[src/rtl/hazard_ctrl_pkg.sv]
// Shared constants, state encoding and counter helper for the hazard_ctrl pipeline sequencer.
// Optional build macro used by the controller: HAZARD_CTRL_CSR_SERIALIZE_EN.
package hazard_ctrl_pkg;

    localparam int OPLEN = 7;
    localparam int XADDR = 5;

    localparam logic [OPLEN-1:0] L_OP      = 7'b0000011;
    localparam logic [OPLEN-1:0] SYSTEM_OP = 7'b1110011;

    localparam int FLUSH_CYCLES_DEF     = 2;
    localparam int LOAD_USE_BUBBLES_DEF = 1;
    localparam int CSR_DRAIN_CYCLES_DEF = 3;

    typedef enum logic [2:0] {
        HC_RUN        = 3'd0,
        HC_LOAD_STALL = 3'd1,
        HC_FLUSH      = 3'd2,
        HC_MEM_WAIT   = 3'd3,
        HC_CSR_DRAIN  = 3'd4
    } hc_state_e;

    // The cycle that detects the event is the first of n, so the counter covers n-1 more.
    function automatic logic [2:0] cnt_init(input int n);
        return (n > 1) ? 3'(n - 2) : 3'd0;
    endfunction

endpackage

[src/rtl/hazard_ctrl_detect.sv]
// Combinational load-use compare between the load in EX and the source operands in ID.
module hazard_detect
    import hazard_ctrl_pkg::*;
(
    input  logic [OPLEN-1:0] i_ex_opcode,
    input  logic [XADDR-1:0] i_ex_rd_addr,
    input  logic             i_ex_rd_wr_en,
    input  logic [XADDR-1:0] i_id_rs1_addr,
    input  logic [XADDR-1:0] i_id_rs2_addr,
    input  logic             i_id_use_rs1,
    input  logic             i_id_use_rs2,
    output logic             o_load_use
);

    logic rs1_hit;
    logic rs2_hit;

    assign rs1_hit    = i_id_use_rs1 & (i_id_rs1_addr == i_ex_rd_addr);
    assign rs2_hit    = i_id_use_rs2 & (i_id_rs2_addr == i_ex_rd_addr);
    assign o_load_use = (i_ex_opcode == L_OP) & i_ex_rd_wr_en & (i_ex_rd_addr != '0)
                        & (rs1_hit | rs2_hit);

endmodule

[src/rtl/hazard_ctrl.sv]
// Pipeline sequencing controller: load-use interlock, jump flush, memory-wait freeze.
// Define HAZARD_CTRL_CSR_SERIALIZE_EN to hold SYSTEM instructions in ID until the pipe drains.
//
// state         | meaning
// HC_RUN        | normal flow, events detected here
// HC_LOAD_STALL | extra load-use bubbles, front end held
// HC_FLUSH      | extra cycles discarding wrong-path instructions
// HC_MEM_WAIT   | data memory busy, whole pipe frozen
// HC_CSR_DRAIN  | SYSTEM instruction held in ID while older ones retire
module hazard_ctrl
    import hazard_ctrl_pkg::*;
#(
    parameter int FLUSH_CYCLES     = FLUSH_CYCLES_DEF,
    parameter int LOAD_USE_BUBBLES = LOAD_USE_BUBBLES_DEF,
    parameter int CSR_DRAIN_CYCLES = CSR_DRAIN_CYCLES_DEF
) (
    input  logic             i_clk,
    input  logic             i_rst,
    input  logic [OPLEN-1:0] i_id_opcode,
    input  logic [XADDR-1:0] i_id_rs1_addr,
    input  logic [XADDR-1:0] i_id_rs2_addr,
    input  logic             i_id_use_rs1,
    input  logic             i_id_use_rs2,
    input  logic [OPLEN-1:0] i_ex_opcode,
    input  logic [XADDR-1:0] i_ex_rd_addr,
    input  logic             i_ex_rd_wr_en,
    input  logic             i_ex_pc_jump,
    input  logic             i_mem_busy,
    output logic             o_stall_if,
    output logic             o_stall_id,
    output logic             o_stall_ex,
    output logic             o_stall_mem,
    output logic             o_flush_id,
    output logic             o_flush_ex,
    output logic [2:0]       o_state
);

    hc_state_e  state_q, state_d;
    logic [2:0] cnt_q, cnt_d;
    logic       load_use;
    logic       hold_all;
    logic       hold_front;
    logic       flush_both;
    logic       csr_hazard;

`ifdef HAZARD_CTRL_CSR_SERIALIZE_EN
    logic release_q, release_d;
    assign csr_hazard = (i_id_opcode == SYSTEM_OP) & ~release_q;
`else
    logic unused_id_opcode;
    assign unused_id_opcode = ^i_id_opcode;
    assign csr_hazard       = 1'b0;
`endif

    hazard_detect u_detect (
        .i_ex_opcode   (i_ex_opcode),
        .i_ex_rd_addr  (i_ex_rd_addr),
        .i_ex_rd_wr_en (i_ex_rd_wr_en),
        .i_id_rs1_addr (i_id_rs1_addr),
        .i_id_rs2_addr (i_id_rs2_addr),
        .i_id_use_rs1  (i_id_use_rs1),
        .i_id_use_rs2  (i_id_use_rs2),
        .o_load_use    (load_use)
    );

    always_comb begin
        state_d    = state_q;
        cnt_d      = cnt_q;
        hold_all   = 1'b0;
        hold_front = 1'b0;
        flush_both = 1'b0;
`ifdef HAZARD_CTRL_CSR_SERIALIZE_EN
        release_d  = 1'b0;
`endif
        if (i_mem_busy && state_q != HC_MEM_WAIT) begin
            hold_all = 1'b1;
            state_d  = HC_MEM_WAIT;
            cnt_d    = 3'd0;
        end else if (i_ex_pc_jump && state_q != HC_MEM_WAIT) begin
            flush_both = 1'b1;
            state_d    = (FLUSH_CYCLES > 1) ? HC_FLUSH : HC_RUN;
            cnt_d      = cnt_init(FLUSH_CYCLES);
        end else begin
            case (state_q)
                HC_RUN: begin
                    if (load_use) begin
                        hold_front = 1'b1;
                        state_d    = (LOAD_USE_BUBBLES > 1) ? HC_LOAD_STALL : HC_RUN;
                        cnt_d      = cnt_init(LOAD_USE_BUBBLES);
                    end else if (csr_hazard) begin
                        hold_front = 1'b1;
                        state_d    = (CSR_DRAIN_CYCLES > 1) ? HC_CSR_DRAIN : HC_RUN;
                        cnt_d      = cnt_init(CSR_DRAIN_CYCLES);
`ifdef HAZARD_CTRL_CSR_SERIALIZE_EN
                        release_d  = (CSR_DRAIN_CYCLES <= 1);
`endif
                    end
                end
                HC_MEM_WAIT: begin
                    hold_all = i_mem_busy;
                    if (!i_mem_busy) state_d = HC_RUN;
                end
                // Younger instructions are being discarded, so load-use is irrelevant here.
                HC_FLUSH: begin
                    flush_both = 1'b1;
                    if (cnt_q == 3'd0) state_d = HC_RUN;
                    else               cnt_d   = cnt_q - 3'd1;
                end
                HC_LOAD_STALL, HC_CSR_DRAIN: begin
                    hold_front = 1'b1;
                    if (cnt_q == 3'd0) begin
                        state_d = HC_RUN;
`ifdef HAZARD_CTRL_CSR_SERIALIZE_EN
                        release_d = (state_q == HC_CSR_DRAIN);
`endif
                    end else begin
                        cnt_d = cnt_q - 3'd1;
                    end
                end
                default: begin
                    state_d = HC_RUN;
                    cnt_d   = 3'd0;
                end
            endcase
        end
    end

    always_ff @(posedge i_clk) begin
        if (i_rst) begin
            state_q <= HC_RUN;
            cnt_q   <= 3'd0;
`ifdef HAZARD_CTRL_CSR_SERIALIZE_EN
            release_q <= 1'b0;
`endif
        end else begin
            state_q <= state_d;
            cnt_q   <= cnt_d;
`ifdef HAZARD_CTRL_CSR_SERIALIZE_EN
            release_q <= release_d;
`endif
        end
    end

    // Flush always wins: stall_id is never raised together with flush_id.
    assign o_stall_if  = ~i_rst & (hold_all | hold_front);
    assign o_stall_id  = ~i_rst & (hold_all | hold_front);
    assign o_stall_ex  = ~i_rst & hold_all;
    assign o_stall_mem = ~i_rst & hold_all;
    assign o_flush_id  = ~i_rst & flush_both;
    assign o_flush_ex  = ~i_rst & (flush_both | hold_front);
    assign o_state     = i_rst ? HC_RUN : state_q;

endmodule
[config.mk]
export PLATFORM = sky130hd
export DESIGN_NAME = hazard_ctrl
export DESIGN_NICKNAME = d
export VERILOG_FILES = /design/src/rtl/hazard_ctrl_pkg.sv /design/src/rtl/hazard_ctrl_detect.sv /design/src/rtl/hazard_ctrl.sv
export SDC_FILE = /design/constraint.sdc
export NUM_CORES = 1
export LEC_CHECK = 0
export ABC_AREA = 1
export CAP_MARGIN = 10
export CORE_AREA = 2 2 51 53
export DETAILED_ROUTE_END_ITERATION = 8
export DIE_AREA = 0 0 53 55
export GPL_ROUTABILITY_DRIVEN = 0
export PLACE_DENSITY = 0.65
export SLEW_MARGIN = 20
export SYNTH_ARGS = -nofsm -noshare
export SYNTH_HDL_FRONTEND = slang
export SYNTH_SLANG_ARGS = --single-unit
[constraint.sdc]
create_clock -name i_clk -period 2 [get_ports i_clk]
set_input_delay 0.4 -clock i_clk [delete_from_list [all_inputs] [get_ports i_clk]]
set_output_delay 0.4 -clock i_clk [all_outputs]
set_load 0.02 [all_outputs]
==> results.md, run 1 <==
- Area grow syn2layout: 81.79%
- Warnings from Yosys: 0
- I/O pins: 45
- Syn Std Cell Area: between 600 and 700 um2
- Crit path kind: flop to output port
- Netlist cell types: 19
- CTS Sinks: 5
- Hold Crit Class: flop to flop
- Max Freq: slightly above 500 MHz
- First-pass GRT wire length: 3174 um
- Initial Utilization: 0.2905
- Setup_tns: 0 ns
- CP Launch Type: flop
- Final setup viols: 0
- Ant diodes: 0
- DR vias/cell: 4.150
- Port bufs: 36
- Dpl ws: -0.7179 ns
- Initial DRC Count: 11
- Final setup margin: 0.05773 ns
- CP bufs+invs: 2
- Final HPWL DP: approximately 1700 um
- Final worst path period need: between 1.5 and 2 ns
- Maximum fanout along the worst path: 3
- Vias: 888
- Cell count after placement: 209
- Leak: 0.8301 nW
- Post-Layout Cell Count: 214
- CP Capture Type: output port
- Max-cap violations: 0
- Synth Area per Inst: between 5 and 6 um2
- DRT Pass-1 Iters: 4
- H-tree Lvls: 1
- Multi-input logic area: around 500 um2
- Sequential share of the synthesized area: 0.1457
- Fin. max-slew vios: 0
- Post-route ant nets: 0
- Final worst path period share: 0.9711
- CTS tree: yes
- Maximum number of pins on one net before global-route repair: 6
- Die Span Y: 55 um
- Die X: 53 um
- Top delay family on crit path: flip-flops
- DRC: 0
- Clock Skew: 0.004235 ns
- Max VDD drop: roughly 0.00045 V
- Initial antenna violation count: 0
- Nets: 227
- Critical-path cell list: ha_2 > inv_1 > nand2_1 > nand2_1 > nor2_2 > o21ai_2 > o21ai_2 > buf_6
- Rows: 18
- Crit-path max cell delay: 0.35 ns
- Post-Route Utilization: 0.5280
- Syn Nets: ~170
- Hold_buf cts: 0
- Share of layout cells above drive strength 1: 0.2609
- Sequential cell area: around 100 um2
- Die ar.: 0.002915 mm2
- Pwr Total: between 0.4 and 0.5 mW
- Post-Syn Instances: approximately 130
- Total core area: 0.002365 mm2
- Worst skew pair latency: ~0.23 ns
- CTS Buffer Depth: 2
- Vias in the first global route: 858
- Final WL: 1927 um
- Final Hold Viols: 0
- CP required: 1.60 ns
- Power Dens Cells: 354.6 mW/mm2
- CTS clk-pin slew, worst paths: roughly 0.040 ns
- FILL cells: around 240
- Gr ovfl total: 0
- DR WL/cell: 9.005 um
- CTS Buf Count: 3
- Flop and latch count out of synthesis: 5
- Overall Global Routing Usage: 0.1415
- Arrival time at the worst endpoint: around 1.5 ns
- Slowest CP cell: dfxtp_1
- Root Buffer: clkbuf_4
- Status: finished, final reports clean
-- cells in the mapped netlist --
library cell	number	area share
buf_4	3	0.033
o21ai_0	3	0.022
dfxtp_1	5	0.15
nand2_4	1	0.016
nor3_1	3	0.022
nand2_1	44	0.24
nor2_1	18	0.098
nor2_2	1	0.0091
nand3_1	10	0.073
inv_1	23	0.13
xnor2_1	1	0.013
nand2_2	1	0.0091
conb_1	1	0.0055
inv_2	4	0.022
o21ai_1	1	0.0073
a21oi_1	4	0.029
ha_1	6	0.11
o211ai_1	1	0.011
nand4_1	1	0.0091
-- power breakdown --
group | switching [mW] | internal, mW | total (mW) | leakage [nW]
Sequential | 0.00375 | 0.105 | 0.109 | 0.0410
Combinational | 0.111 | 0.111 | 0.223 | 0.774
Clock | 0.0360 | 0.0751 | 0.111 | 0.0150
Total | 0.151 | 0.292 | 0.443 | 0.830
-- layer usage --
metal,up-vias,part of all wire,GRT usage
met5,-,0,0
met4,0,0,0.02564
met3,0,0.044,0.02419
met2,17,0.55,0.2917
met1,375,0.40,0.1502
li1,496,-,-
-- worst register-to-register path: cells and delay by family, from the launching register on --
family | cells | cell delay (ns)
AND/OR/NAND/NOR | 2 | 0.17
adder cells (fa/ha/maj) | 1 | 0.29
buffers and inverters | 4 | 0.37
AO/OA/AOI/OAI | 2 | 0.29
flip-flops | 1 | 0.35
-- cells in the final DEF (no fill, tap or decap), types with 2 or more instances in the layout --
master / Yosys / final
a21oi_1: 4 / 4
nand3_1: 10 / 10
inv_1: 23 / 20
dfxtp_1: 5 / 5
clkbuf_4: 0 / 3
inv_2: 4 / 7
buf_4: 3 / 17
dlymetal6s2s_1: 0 / 20
nor2_1: 18 / 15
nand2_1: 44 / 44
nor2_2: 1 / 3
buf_6: 0 / 2
dlygate4sd2_1: 0 / 2
ha_1: 6 / 5
clkbuf_2: 0 / 7
o21ai_2: 0 / 2
nor3_2: 0 / 2
clkdlybuf4s50_1: 0 / 2
-- metrics by stage --
stage               area [um2]  hold slack [ns]
floorplan                686.9           0.4378
global placement          1175           0.4536
detailed placement        1175           0.4758
CTS                       1169           0.4820
global route              1249           0.4995
finish                    1249           0.4774
-- state kept, by name (all words and copies together) (netlist names) --
register  cells
state_q       2
cnt_q         3
-- kinds of logic after synthesis --
| family | synth area share |
|---|---|
| other cells | 0.005459 |
| compound gates | 0.06921 |
| xor+xnor | 0.01275 |
| fa+ha+maj | 0.1093 |
| flops | 0.1457 |
| buf+inv | 0.1803 |
| simple gates | 0.4772 |
-- repair_timing --
item,4_1_cts,5_1_grt
gates cloned,0,0
endpoints found under the setup margin,8,6
setup buffers,0,1
pin swaps,0,18
endpoints found under the hold margin,0,0
gates resized for setup,30,53
-- worst paths after layout --
check / from / endpoint / slack [ns] / cells past startpoint
setup / recovery: state_q[0]$_SDFFE_PP0P_ / o_stall_id / 0.06 / 8
hold / removal: cnt_q[1]$_SDFFE_PP0P_ / cnt_q[1]$_SDFFE_PP0P_ / 0.48 / 2
setup reg to reg: state_q[0]$_SDFFE_PP0P_ / cnt_q[1]$_SDFFE_PP0P_ / 0.46 / 9
hold reg to reg: cnt_q[1]$_SDFFE_PP0P_ / cnt_q[1]$_SDFFE_PP0P_ / 0.48 / 2
-- area by class of cell --
cell class,instances,share of cell area
clock buffers,4,0.02104
inverters,27,0.08116
multi-input cells,96,0.3968
flip-flops and latches,5,0.08016
well taps,30,0.03006
repair buffers,52,0.3908
No activity file was read; power rests on OpenSTA's default activity.
==> inputs of run 2 (changes only) <==
--- a/config.mk
+++ b/config.mk
@@ -11,6 +11,7 @@
 export DETAILED_ROUTE_END_ITERATION = 8
 export DIE_AREA = 0 0 53 55
 export GPL_ROUTABILITY_DRIVEN = 0
+export GPL_TIMING_DRIVEN = 0
 export PLACE_DENSITY = 0.65
 export SLEW_MARGIN = 20
 export SYNTH_ARGS = -nofsm -noshare
==> results.md, run 2 (synthesized netlist as in run 1, its figures left out) <==
- NetSw: 0.1483 mW (-1.9%)
- Ant diodes: 0 (unchanged)
- Leak: 0.6349 nW (-24%)
- Power Dens Cells: 376.5 mW/mm2 (+6.2%)
- H-tree Lvls: 1 (unchanged)
- WHS: 0.4668 ns (-0.01059 ns)
- Share of layout cells above drive strength 1: 0.2571 (-0.003727)
- Rows: 18 (unchanged)
- RR Endpoint: cnt_q[0]$_SDFFE_PP0P_
- CTS clk-pin slew, worst paths: 0.04 ns (about the same)
- Hold Crit Class: flop to flop
- Reg2reg start: state_q[1]$_SDFFE_PP0P_
- Most frequent cells in the layout: nand2_1, inv_1, nor2_1
- Port bufs: 36 (unchanged)
- DRT Pass-1 Iters: 4 (unchanged)
- Final instance area: 0.001107 mm2 (-11%)
- Nets: 218 (-4.0%)
- Final setup margin: 0.009875 ns (-0.04786 ns)
- Post-Layout Cell Count: 205 (-4.2%)
- Final setup viols: 0 (unchanged)
- Status: finished, final reports clean
- CP Launch Type: primary input
- Die Span Y: 55 um (unchanged)
- Maximum fanout along the worst path: 3 (unchanged)
- Fin. max-slew vios: 0 (unchanged)
- Flop pwr share: 0.271 (+0.025)
- Pint: 0.2686 mW (-7.9%)
- Die ar.: 0.002915 mm2 (unchanged)
- CTS Buf Count: 3 (unchanged)
- RSZ-0062 raised after global routing: yes
- CTS Sinks: 5 (unchanged)
- Initial antenna violation count: 0 (unchanged)
- Hold EP: cnt_q[1]$_SDFFE_PP0P_
- Final worst path period share: 0.9951 (+0.02393)
- Post-DP Area: 0.001085 mm2 (-7.7%)
- Setup_tns: 0 ns (unchanged)
- Hold depth: 2 (unchanged)
- Worst skew pair latency: 0.23 ns (about the same)
- Clock Skew: 0.0001352 ns (-0.004100 ns)
- Initial Utilization: 0.2905 (unchanged)
- Biggest register: cnt_q
- DR vias/cell: 4.263 (+2.7%)
- Total core area: 0.002365 mm2 (unchanged)
- CTS Buffer Depth: 2 (unchanged)
- DRC: 0 (unchanged)
- Gr ovfl total: 0 (unchanged)
- CP required: 1.60 ns (about the same)
- Max reg flops: 3 (unchanged)
- Max-cap violations: 0 (unchanged)
- CTS tree: yes
- Pwr Total: 0.4169 mW (-5.9%)
- Arrival time at the worst endpoint: 1.59 ns (+0.05 ns)
- DR WL/cell: 8.605 um (-4.4%)
- Area grow syn2layout: 61.20%
- FF-to-FF path depth: 8 (-1)
- CP Capture Type: output port
- Maximum number of pins on one net before global-route repair: 9 (+3)
- Final Hold Viols: 0 (unchanged)
- Overall Global Routing Usage: 0.1329 (-0.008557)
- Cell count after placement: 197 (-5.7%)
- Die X: 53 um (unchanged)
- Hold Crit Start: cnt_q[1]$_SDFFE_PP0P_
- Max VDD drop: 0.0002773 V (-38%)
- Crit path kind: primary input to output port
- Final HPWL DP: 1479 um (-10%)
- I/O pins: 45 (unchanged)
- Root Buffer: clkbuf_4
- Combinational fraction of design power: 0.461 (-0.042)
- First-pass GRT wire length: 2953 um (-7.0%)
- Clock share of power: 0.268 (+0.017)
- Max Freq: 502.5 MHz (-2.4%)
- Dpl ws: -0.8447 ns (-0.1268 ns)
- Vias in the first global route: 803 (-6.4%)
- Sw Ratio: 0.3558 (+0.01432)
- Final worst path period need: 1.990 ns (+0.04786 ns)
- Most common cell after layout, fill and taps aside: nand2_1
- Final WL: 1764 um (-8.5%)
- Regs by FF count: cnt_q: 3 flops, state_q: 2 flops
- Post-Route Utilization: 0.4683 (-0.05979)
- R2R Setup Slk: 0.53 ns (+0.07 ns)
- Post-route ant nets: 0 (unchanged)
- Vias: 874 (-1.6%)
- Initial DRC Count: 16 (+5)
## run 2: changes by cell type in the layout (fill, tap and decap cells not counted), moves of 2 or more
cell	change
buf_2	+6
buf_4	-9
clkdlybuf4s15_1	+5
dfxtp_1	-2
dlygate4sd2_1	+11
dlymetal6s2s_1	-19
## run 2: layout make-up
type	count	area [um2]
timing repair buffer	40	310.3
buffer	3	22.52
sequential	5	105.1
tap	30	37.54
multi-input combinational	96	504.2
inverter	27	101.3
fill	263	1257
clock buffer	4	26.28
## run 2: repair_timing
item	4_1_cts	5_1_grt
gates cloned	0	0
hold buffers	0	0
buffers inserted	3	1
endpoints found under the setup margin	8	4
resized for setup	81	19
pin swaps	24	14
## run 2: how the worst max path moves through the flow
stage,depth (start not counted),to,slack [ns],startpoint
finish,8,o_stall_if,0.01,i_ex_pc_jump
global placement,13,o_stall_if,-0.82,i_ex_rd_addr[1]
detailed placement,13,o_stall_if,-0.84,i_ex_rd_addr[4]
global route,13,o_stall_if,-0.05,i_id_rs1_addr[0]
CTS,11,o_stall_if,-0.07,i_ex_rd_addr[4]
floorplan,8,o_stall_if,0.08,i_ex_opcode[5]
## run 2: worst max-delay path, cell delays in order
cell	delay (ns)
clkdlybuf4s50_1	0.52
nand2_1	0.09
nand2_1	0.10
nor2_2	0.05
o21ai_2	0.07
o21ai_1	0.10
buf_4	0.15
buf_6	0.12
## run 2: per-layer routing
layer	up-vias	part of all wire	track usage	wire length, um
li1	481	-	-	-
met1	373	0.42	0.1438	749
met2	20	0.53	0.2542	927
met3	0	0.049	0.01882	87
met4	0	0	0.06410	0
met5	-	0	0	0
## run 2: power by group through the flow
| stage | clock network, mW | logic (mW) | registers [mW] |
|---|---|---|---|
| 3_3_place_gp | 0 | 0.200 | 0.113 |
| 4_1_cts | 0.120 | 0.195 | 0.113 |
| 5_1_grt | 0.130 | 0.217 | 0.114 |
| 6_report | 0.112 | 0.192 | 0.113 |
| 3_5_place_dp | 0 | 0.204 | 0.113 |
| 2_1_floorplan | 0 | 0.107 | 0.111 |
